**src/rtl/jtag_tap_if.sv**
```systemverilog
// TAP pin bundle: JTAG serial pins, BSR control lines and debug taps.
// The master side drives tms/tdi/bsr_so; the TAP controller is the slave.
interface jtag_tap_if #(
    parameter int IR_WIDTH = 4
);
    logic                tms;
    logic                tdi;
    logic                tdo;
    logic                tdo_en;
    logic                bsr_so;
    logic                bsr_si;
    logic                capture_en;
    logic                update_en;
    logic                shift_dr;
    logic                mode;
    logic [3:0]          tap_state;
    logic [IR_WIDTH-1:0] ir_out;

    modport master (
        output tms, tdi, bsr_so,
        input  tdo, tdo_en, bsr_si, capture_en, update_en, shift_dr, mode,
               tap_state, ir_out
    );

    modport slave (
        input  tms, tdi, bsr_so,
        output tdo, tdo_en, bsr_si, capture_en, update_en, shift_dr, mode,
               tap_state, ir_out
    );
endinterface

```
**src/rtl/jtag_tap_ctrl.sv**
```systemverilog
// IEEE 1149.1-style TAP controller: 16-state FSM, instruction register,
// bypass and IDCODE registers, BSR control lines and the TDO mux.
module jtag_tap_ctrl #(
    parameter int                  IR_WIDTH   = 4,
    parameter logic [31:0]         IDCODE_VAL = 32'h1000_0001,
    parameter logic [IR_WIDTH-1:0] OP_EXTEST  = 4'b0000,
    parameter logic [IR_WIDTH-1:0] OP_SAMPLE  = 4'b0001,
    parameter logic [IR_WIDTH-1:0] OP_IDCODE  = 4'b0010,
    parameter logic [IR_WIDTH-1:0] OP_BYPASS  = 4'b1111
) (
    input  logic       clk,
    input  logic       rst,
    jtag_tap_if.slave  tap
);

    typedef enum logic [3:0] {
        TLR    = 4'd0,
        RTI    = 4'd1,
        SEL_DR = 4'd2,
        CAP_DR = 4'd3,
        SH_DR  = 4'd4,
        EX1_DR = 4'd5,
        PAU_DR = 4'd6,
        EX2_DR = 4'd7,
        UPD_DR = 4'd8,
        SEL_IR = 4'd9,
        CAP_IR = 4'd10,
        SH_IR  = 4'd11,
        EX1_IR = 4'd12,
        PAU_IR = 4'd13,
        EX2_IR = 4'd14,
        UPD_IR = 4'd15
    } state_t;

    localparam logic [IR_WIDTH-1:0] IR_CAPTURE = {{(IR_WIDTH-1){1'b0}}, 1'b1};

    state_t              state_r;
    state_t              state_s;
    logic [IR_WIDTH-1:0] ir_r;
    logic [IR_WIDTH-1:0] ir_sh_r;
    logic [31:0]         idreg_r;
    logic                bypass_r;
    logic                sel_bsr_s;
    logic                sel_id_s;

    // TAP state register
    always_ff @(posedge clk or posedge rst) begin
        if (rst) begin
            state_r <= TLR;
        end else begin
            state_r <= state_s;
        end
    end

    // Next-state decode from tms
    always_comb begin
        state_s = state_r;
        case (state_r)
            TLR:     state_s = tap.tms ? TLR    : RTI;
            RTI:     state_s = tap.tms ? SEL_DR : RTI;
            SEL_DR:  state_s = tap.tms ? SEL_IR : CAP_DR;
            CAP_DR:  state_s = tap.tms ? EX1_DR : SH_DR;
            SH_DR:   state_s = tap.tms ? EX1_DR : SH_DR;
            EX1_DR:  state_s = tap.tms ? UPD_DR : PAU_DR;
            PAU_DR:  state_s = tap.tms ? EX2_DR : PAU_DR;
            EX2_DR:  state_s = tap.tms ? UPD_DR : SH_DR;
            UPD_DR:  state_s = tap.tms ? SEL_DR : RTI;
            SEL_IR:  state_s = tap.tms ? TLR    : CAP_IR;
            CAP_IR:  state_s = tap.tms ? EX1_IR : SH_IR;
            SH_IR:   state_s = tap.tms ? EX1_IR : SH_IR;
            EX1_IR:  state_s = tap.tms ? UPD_IR : PAU_IR;
            PAU_IR:  state_s = tap.tms ? EX2_IR : PAU_IR;
            EX2_IR:  state_s = tap.tms ? UPD_IR : SH_IR;
            UPD_IR:  state_s = tap.tms ? SEL_DR : RTI;
            default: state_s = TLR;
        endcase
    end

    // Instruction shift and update registers; TLR forces IDCODE every clock
    always_ff @(posedge clk or posedge rst) begin
        if (rst) begin
            ir_r    <= OP_IDCODE;
            ir_sh_r <= IR_CAPTURE;
        end else begin
            case (state_r)
                TLR:     ir_r    <= OP_IDCODE;
                CAP_IR:  ir_sh_r <= IR_CAPTURE;
                SH_IR:   ir_sh_r <= {tap.tdi, ir_sh_r[IR_WIDTH-1:1]};
                UPD_IR:  ir_r    <= ir_sh_r;
                default: ir_r    <= ir_r;
            endcase
        end
    end

    // IDCODE and bypass data registers
    always_ff @(posedge clk or posedge rst) begin
        if (rst) begin
            idreg_r  <= IDCODE_VAL;
            bypass_r <= 1'b0;
        end else begin
            case (state_r)
                CAP_DR: begin
                    idreg_r  <= IDCODE_VAL;
                    bypass_r <= 1'b0;
                end
                SH_DR: begin
                    idreg_r  <= {tap.tdi, idreg_r[31:1]};
                    bypass_r <= tap.tdi;
                end
                default: begin
                    idreg_r  <= idreg_r;
                    bypass_r <= bypass_r;
                end
            endcase
        end
    end

    // Data register select; OP_BYPASS and every undefined opcode fall to bypass
    always_comb begin
        sel_bsr_s = (ir_r == OP_EXTEST) || (ir_r == OP_SAMPLE);
        sel_id_s  = (ir_r == OP_IDCODE);
    end

    // BSR control lines and TDO mux, decoded from registered state and ir
    always_comb begin
        tap.tdo        = 1'b0;
        tap.tdo_en     = 1'b0;
        tap.shift_dr   = 1'b0;
        tap.capture_en = 1'b1;
        tap.update_en  = 1'b0;
        tap.mode       = (ir_r == OP_EXTEST);
        tap.bsr_si     = tap.tdi;
        tap.tap_state  = state_r;
        tap.ir_out     = ir_r;
        case (state_r)
            CAP_DR: begin
                tap.capture_en = ~sel_bsr_s;
            end
            SH_DR: begin
                tap.shift_dr   = 1'b1;
                tap.capture_en = ~sel_bsr_s;
                tap.tdo_en     = 1'b1;
                if (sel_bsr_s) begin
                    tap.tdo = tap.bsr_so;
                end else if (sel_id_s) begin
                    tap.tdo = idreg_r[0];
                end else begin
                    tap.tdo = bypass_r;
                end
            end
            UPD_DR: begin
                tap.update_en = sel_bsr_s;
            end
            SH_IR: begin
                tap.tdo_en = 1'b1;
                tap.tdo    = ir_sh_r[0];
            end
            default: begin
                tap.tdo_en = 1'b0;
            end
        endcase
    end

endmodule

```
**src/flat_wrapper.sv**
```systemverilog
// flat-port wrapper written by rule: the top's interface ports become plain ports
module jtag_tap_ctrl_flat 
#(
    parameter int                  IR_WIDTH   = 4,
    parameter logic [31:0]         IDCODE_VAL = 32'h1000_0001,
    parameter logic [IR_WIDTH-1:0] OP_EXTEST  = 4'b0000,
    parameter logic [IR_WIDTH-1:0] OP_SAMPLE  = 4'b0001,
    parameter logic [IR_WIDTH-1:0] OP_IDCODE  = 4'b0010,
    parameter logic [IR_WIDTH-1:0] OP_BYPASS  = 4'b1111
)
  (clk, rst, tap_tms, tap_tdi, tap_bsr_so, tap_tdo, tap_tdo_en, tap_bsr_si, tap_capture_en, tap_update_en, tap_shift_dr, tap_mode, tap_tap_state, tap_ir_out);
  jtag_tap_if #(.IR_WIDTH(IR_WIDTH)) tap_i ();
  input  logic clk;
  input  logic rst;
  input wire logic [$bits(tap_i.tms)-1:0] tap_tms;
  input wire logic [$bits(tap_i.tdi)-1:0] tap_tdi;
  input wire logic [$bits(tap_i.bsr_so)-1:0] tap_bsr_so;
  output wire logic [$bits(tap_i.tdo)-1:0] tap_tdo;
  output wire logic [$bits(tap_i.tdo_en)-1:0] tap_tdo_en;
  output wire logic [$bits(tap_i.bsr_si)-1:0] tap_bsr_si;
  output wire logic [$bits(tap_i.capture_en)-1:0] tap_capture_en;
  output wire logic [$bits(tap_i.update_en)-1:0] tap_update_en;
  output wire logic [$bits(tap_i.shift_dr)-1:0] tap_shift_dr;
  output wire logic [$bits(tap_i.mode)-1:0] tap_mode;
  output wire logic [$bits(tap_i.tap_state)-1:0] tap_tap_state;
  output wire logic [$bits(tap_i.ir_out)-1:0] tap_ir_out;
  assign tap_i.tms = tap_tms;
  assign tap_i.tdi = tap_tdi;
  assign tap_i.bsr_so = tap_bsr_so;
  assign tap_tdo = tap_i.tdo;
  assign tap_tdo_en = tap_i.tdo_en;
  assign tap_bsr_si = tap_i.bsr_si;
  assign tap_capture_en = tap_i.capture_en;
  assign tap_update_en = tap_i.update_en;
  assign tap_shift_dr = tap_i.shift_dr;
  assign tap_mode = tap_i.mode;
  assign tap_tap_state = tap_i.tap_state;
  assign tap_ir_out = tap_i.ir_out;
  jtag_tap_ctrl #(.IR_WIDTH(IR_WIDTH), .IDCODE_VAL(IDCODE_VAL), .OP_EXTEST(OP_EXTEST), .OP_SAMPLE(OP_SAMPLE), .OP_IDCODE(OP_IDCODE), .OP_BYPASS(OP_BYPASS)) u_core (.clk(clk), .rst(rst), .tap(tap_i));
endmodule
```
**config.mk**
```make
export PLATFORM = sky130hd
export DESIGN_NAME = jtag_tap_ctrl_flat
export DESIGN_NICKNAME = d
export VERILOG_FILES = /design/src/rtl/jtag_tap_if.sv /design/src/rtl/jtag_tap_ctrl.sv /design/src/flat_wrapper.sv
export SDC_FILE = /design/constraint.sdc
export NUM_CORES = 1
export LEC_CHECK = 0
export CAP_MARGIN = 10
export CELL_PAD_IN_SITES_DETAIL_PLACEMENT = 0
export CELL_PAD_IN_SITES_GLOBAL_PLACEMENT = 1
export CORE_MARGIN = 4
export CORE_UTILIZATION = 44
export CTS_CLUSTER_DIAMETER = 150
export CTS_CLUSTER_SIZE = 8
export DETAILED_ROUTE_END_ITERATION = 10
export PLACE_DENSITY_LB_ADDON = 0.1
export SETUP_SLACK_MARGIN = 0.2
export SLEW_MARGIN = 30
export SYNTH_ARGS = -nofsm -noshare
export SYNTH_HDL_FRONTEND = slang
export SYNTH_SLANG_ARGS = --single-unit
```
**constraint.sdc**
```tcl
create_clock -name clk -period 2.17 [get_ports clk]
set_input_delay 0.651 -clock clk [delete_from_list [all_inputs] [get_ports clk]]
set_output_delay 0.651 -clock clk [all_outputs]
set_load 0.01 [all_outputs]
```
==> out/metrics.csv <==
metric,value,unit
status,finished with violations,
failing checks,negative setup slack,
Tcrit/Tclk final,104,%
worst setup margin,-0.0898,ns
Place WS,-0.489,ns
"Arr. time, crit path",1.61,ns
Initial DRC Count,89,
Overflow after GRT,0,
final period demand of the worst path,2.26,ns
Worst slew margin,73.7,%
Starting Density,47.1,%
count of pins over their slew limit,0,
Worst Max-Slew Pin Slew,0.395,ns
crit-path max FO,3,
vias in the first global route,1423,
P&R area growth vs syn,30.0,%
hold slack,0.476,ns
max_cap viols,0,
switch share,36.2,%
#FFs+latches synth,44,
Non-Filler Instances,272,
part of the power in the clock network,14.8,%
Pleak,0.00123,µW
combinational fraction of design power,50.2,%
number of buffers created by CTS,5,
"Seq/Total Area, Yosys",56.6,%
Ant. Diodes,0,
FMAX,443,MHz
largest net degree at the start of global routing,33,
Setup CP Type,reg2out,
IO Count,20,
Routed WL,3.98,mm
clock-pin slew on the worst setup and hold paths,0.08,ns
Fin. Hold Viols,0,
Syn Nets,178,
die width,74.6,µm
"commonest cells after routing, fill and taps aside","39 x dfrtp_1, 30 x a22o_1, 29 x buf_4",
DRC Markers,0,
Final Power,3370,µW
cell taking the most area after synthesis,dfrtp_1,
Die ar.,5570,µm²
H-Tree Depth,2,
clock root cell,clkbuf_8,
post-synth top area share,51.2,%
Worst IR Drop VDD,0.680,mV
Worst Skew,0.00995,ns
core area,4140,µm²
port bufs,19,
sequential share of power,35.1,%
Area contributors post-synth,"dfrtp_1 51%, a22o_1 13%, dfstp_2 5.4%",
layout net count,226,
number of vias per cell,5.48,
height of the die,74.6,µm
# rows,23,
critical path required time,1.52,ns
P_int,2150,µW
Worst setup SP type,flip-flop,
post-synth cell types,36,
"commonest non-fill, non-tap cell in the layout",dfrtp_1,
final setup vio count,3,
Critical Path Sink Type,output pin,
Sink Count,44,
first-pass GRT wire length,6.63,mm
Final Wtd Congestion,0.782,
Ys Warns,0,
Clock Path Buffers,2,
RSZ-0062 raised after global routing,yes,
power density over the cells,1320,nW/µm²
syn avg cell area,11.3,µm²
routed vias,1491,
Global Route Usage Sum,15.5,%
NetSw,1220,µW
Synth Instances,173,
post-synthesis instance area,1950,µm²
Skew-Pair Late Insertion Delay,0.30,ns
WL/cell,14.6,µm
drt pass-1 iters,4,
Post-DRT Antenna Nets,0,
DP Cell Count,247,
fraction of layout cells with a size suffix above 1,30.6,%
DP HPWL,2.55,mm
CTS tree,built,
Hold Path Class,reg2reg,
antenna violations before repair,0,
==> worst max-delay path: stages (launching register included) <==
cell and delay [ns]:
dfrtp_1 0.40, buf_6 0.13, nor4b_4 0.28, buf_4 0.16, buf_6 0.09, a32o_2 0.15, buf_6 0.10
==> cells by family (layout without fill, tap and decap cells) <==
logic type                Yosys count  in the layout  synth area share, %
AOI/OAI and AO/OA                  59             59                 23.0
xor gates and xnor gates            1              1                0.449
buffers and inverters              22             71                 6.21
DFF                                44             44                 56.6
and+or+nand+nor                    47             47                 13.7
==> registers in the layout, indices dropped and copies added, names as in the netlist <==
| register | cells |
|---|---|
| u_core.tap.tap_state | 4 |
| u_core.tap.ir_out | 4 |
| u_core.idreg_r | 32 |
| u_core.ir_sh_r | 4 |
==> synth_stat cells, drive strengths merged <==
cell,count
dfrtp,40
a22o,30
buf,13
nand2,10
nor2,10
a21oi,8
o21ai,7
inv,6
dfstp,4
nor2b,4
clkbuf,3
nand2b,3
nand3b,3
o22ai,3
or2,3
a211oi,2
a21o,2
nand3,2
nor3,2
nor3b,2
o211ai,2
o221ai,2
or3,2
a31o,1
a32o,1
and3,1
and3b,1
nand4,1
nor4,1
nor4b,1
o221a,1
or3b,1
xnor2,1
==> area by class of cell <==
class	count	area, µm²
repair buffers	57	507
flip-flops and latches	44	1110
inverters	6	22.5
multi-input cells	107	756
well taps	50	62.6
clock inverters	2	12.5
clock buffers	6	72.6
fillers	342	1600
==> power by group through the flow <==
| stage | sequential, µW | clock (µW) | combinational, µW |
|---|---|---|---|
| after floorplan | 1190 | 0 | 946 |
| after global placement | 1170 | 0 | 1350 |
| after detailed placement | 1180 | 0 | 1390 |
| after CTS | 1180 | 514 | 1520 |
| after global routing | 1210 | 544 | 1840 |
| final | 1180 | 498 | 1690 |
==> through the flow <==
| step | TNS, ns | util [%] | instance area (µm²) |
|---|---|---|---|
| 2_1_floorplan | 0 | - | 1980 |
| 3_3_place_gp | -1.01 | 54.7 | 2270 |
| 3_5_place_dp | -1.05 | 54.7 | 2270 |
| 4_1_cts | -0.289 | 58.8 | 2440 |
| 5_1_grt | -0.469 | 61.3 | 2540 |
| 6_report | -0.203 | 61.3 | 2540 |
==> per-layer routing <==
layer | routed length (µm) | share of wire [%] | vias to the layer above | track usage (%)
li1 | - | - | 728 | -
met1 | 1850 | 46 | 733 | 19.9
met2 | 1960 | 49 | 24 | 25.4
met3 | 133 | 3.3 | 6 | 4.81
met4 | 39 | 0.98 | 0 | 4.74
met5 | 0 | 0 | - | 0
==> timing repair <==
| action | in CTS | in global routing |
|---|---|---|
| setup endpoints to repair | 12 | 11 |
| hold buffers | 0 | 0 |
| buffers inserted | 7 | 10 |
| resized for setup | 54 | 8 |
| pin swaps | 6 | 5 |
==> final timing paths <==
kind	cells after the start	start	slack [ns]	end
max	6	u_core.tap.tap_state[0]	-0.09	tap_tdo
max in group asynchronous	3	rst	1.07	u_core.tap.ir_out[1]
min reg2reg	2	u_core.idreg_r[0]	0.48	u_core.idreg_r[0]
min	2	u_core.idreg_r[0]	0.48	u_core.idreg_r[0]
min in group asynchronous	3	rst	0.67	u_core.idreg_r[18]
max reg2reg	9	u_core.tap.tap_state[0]	0.25	u_core.tap.ir_out[0]
(Power assumes the default switching activity.)
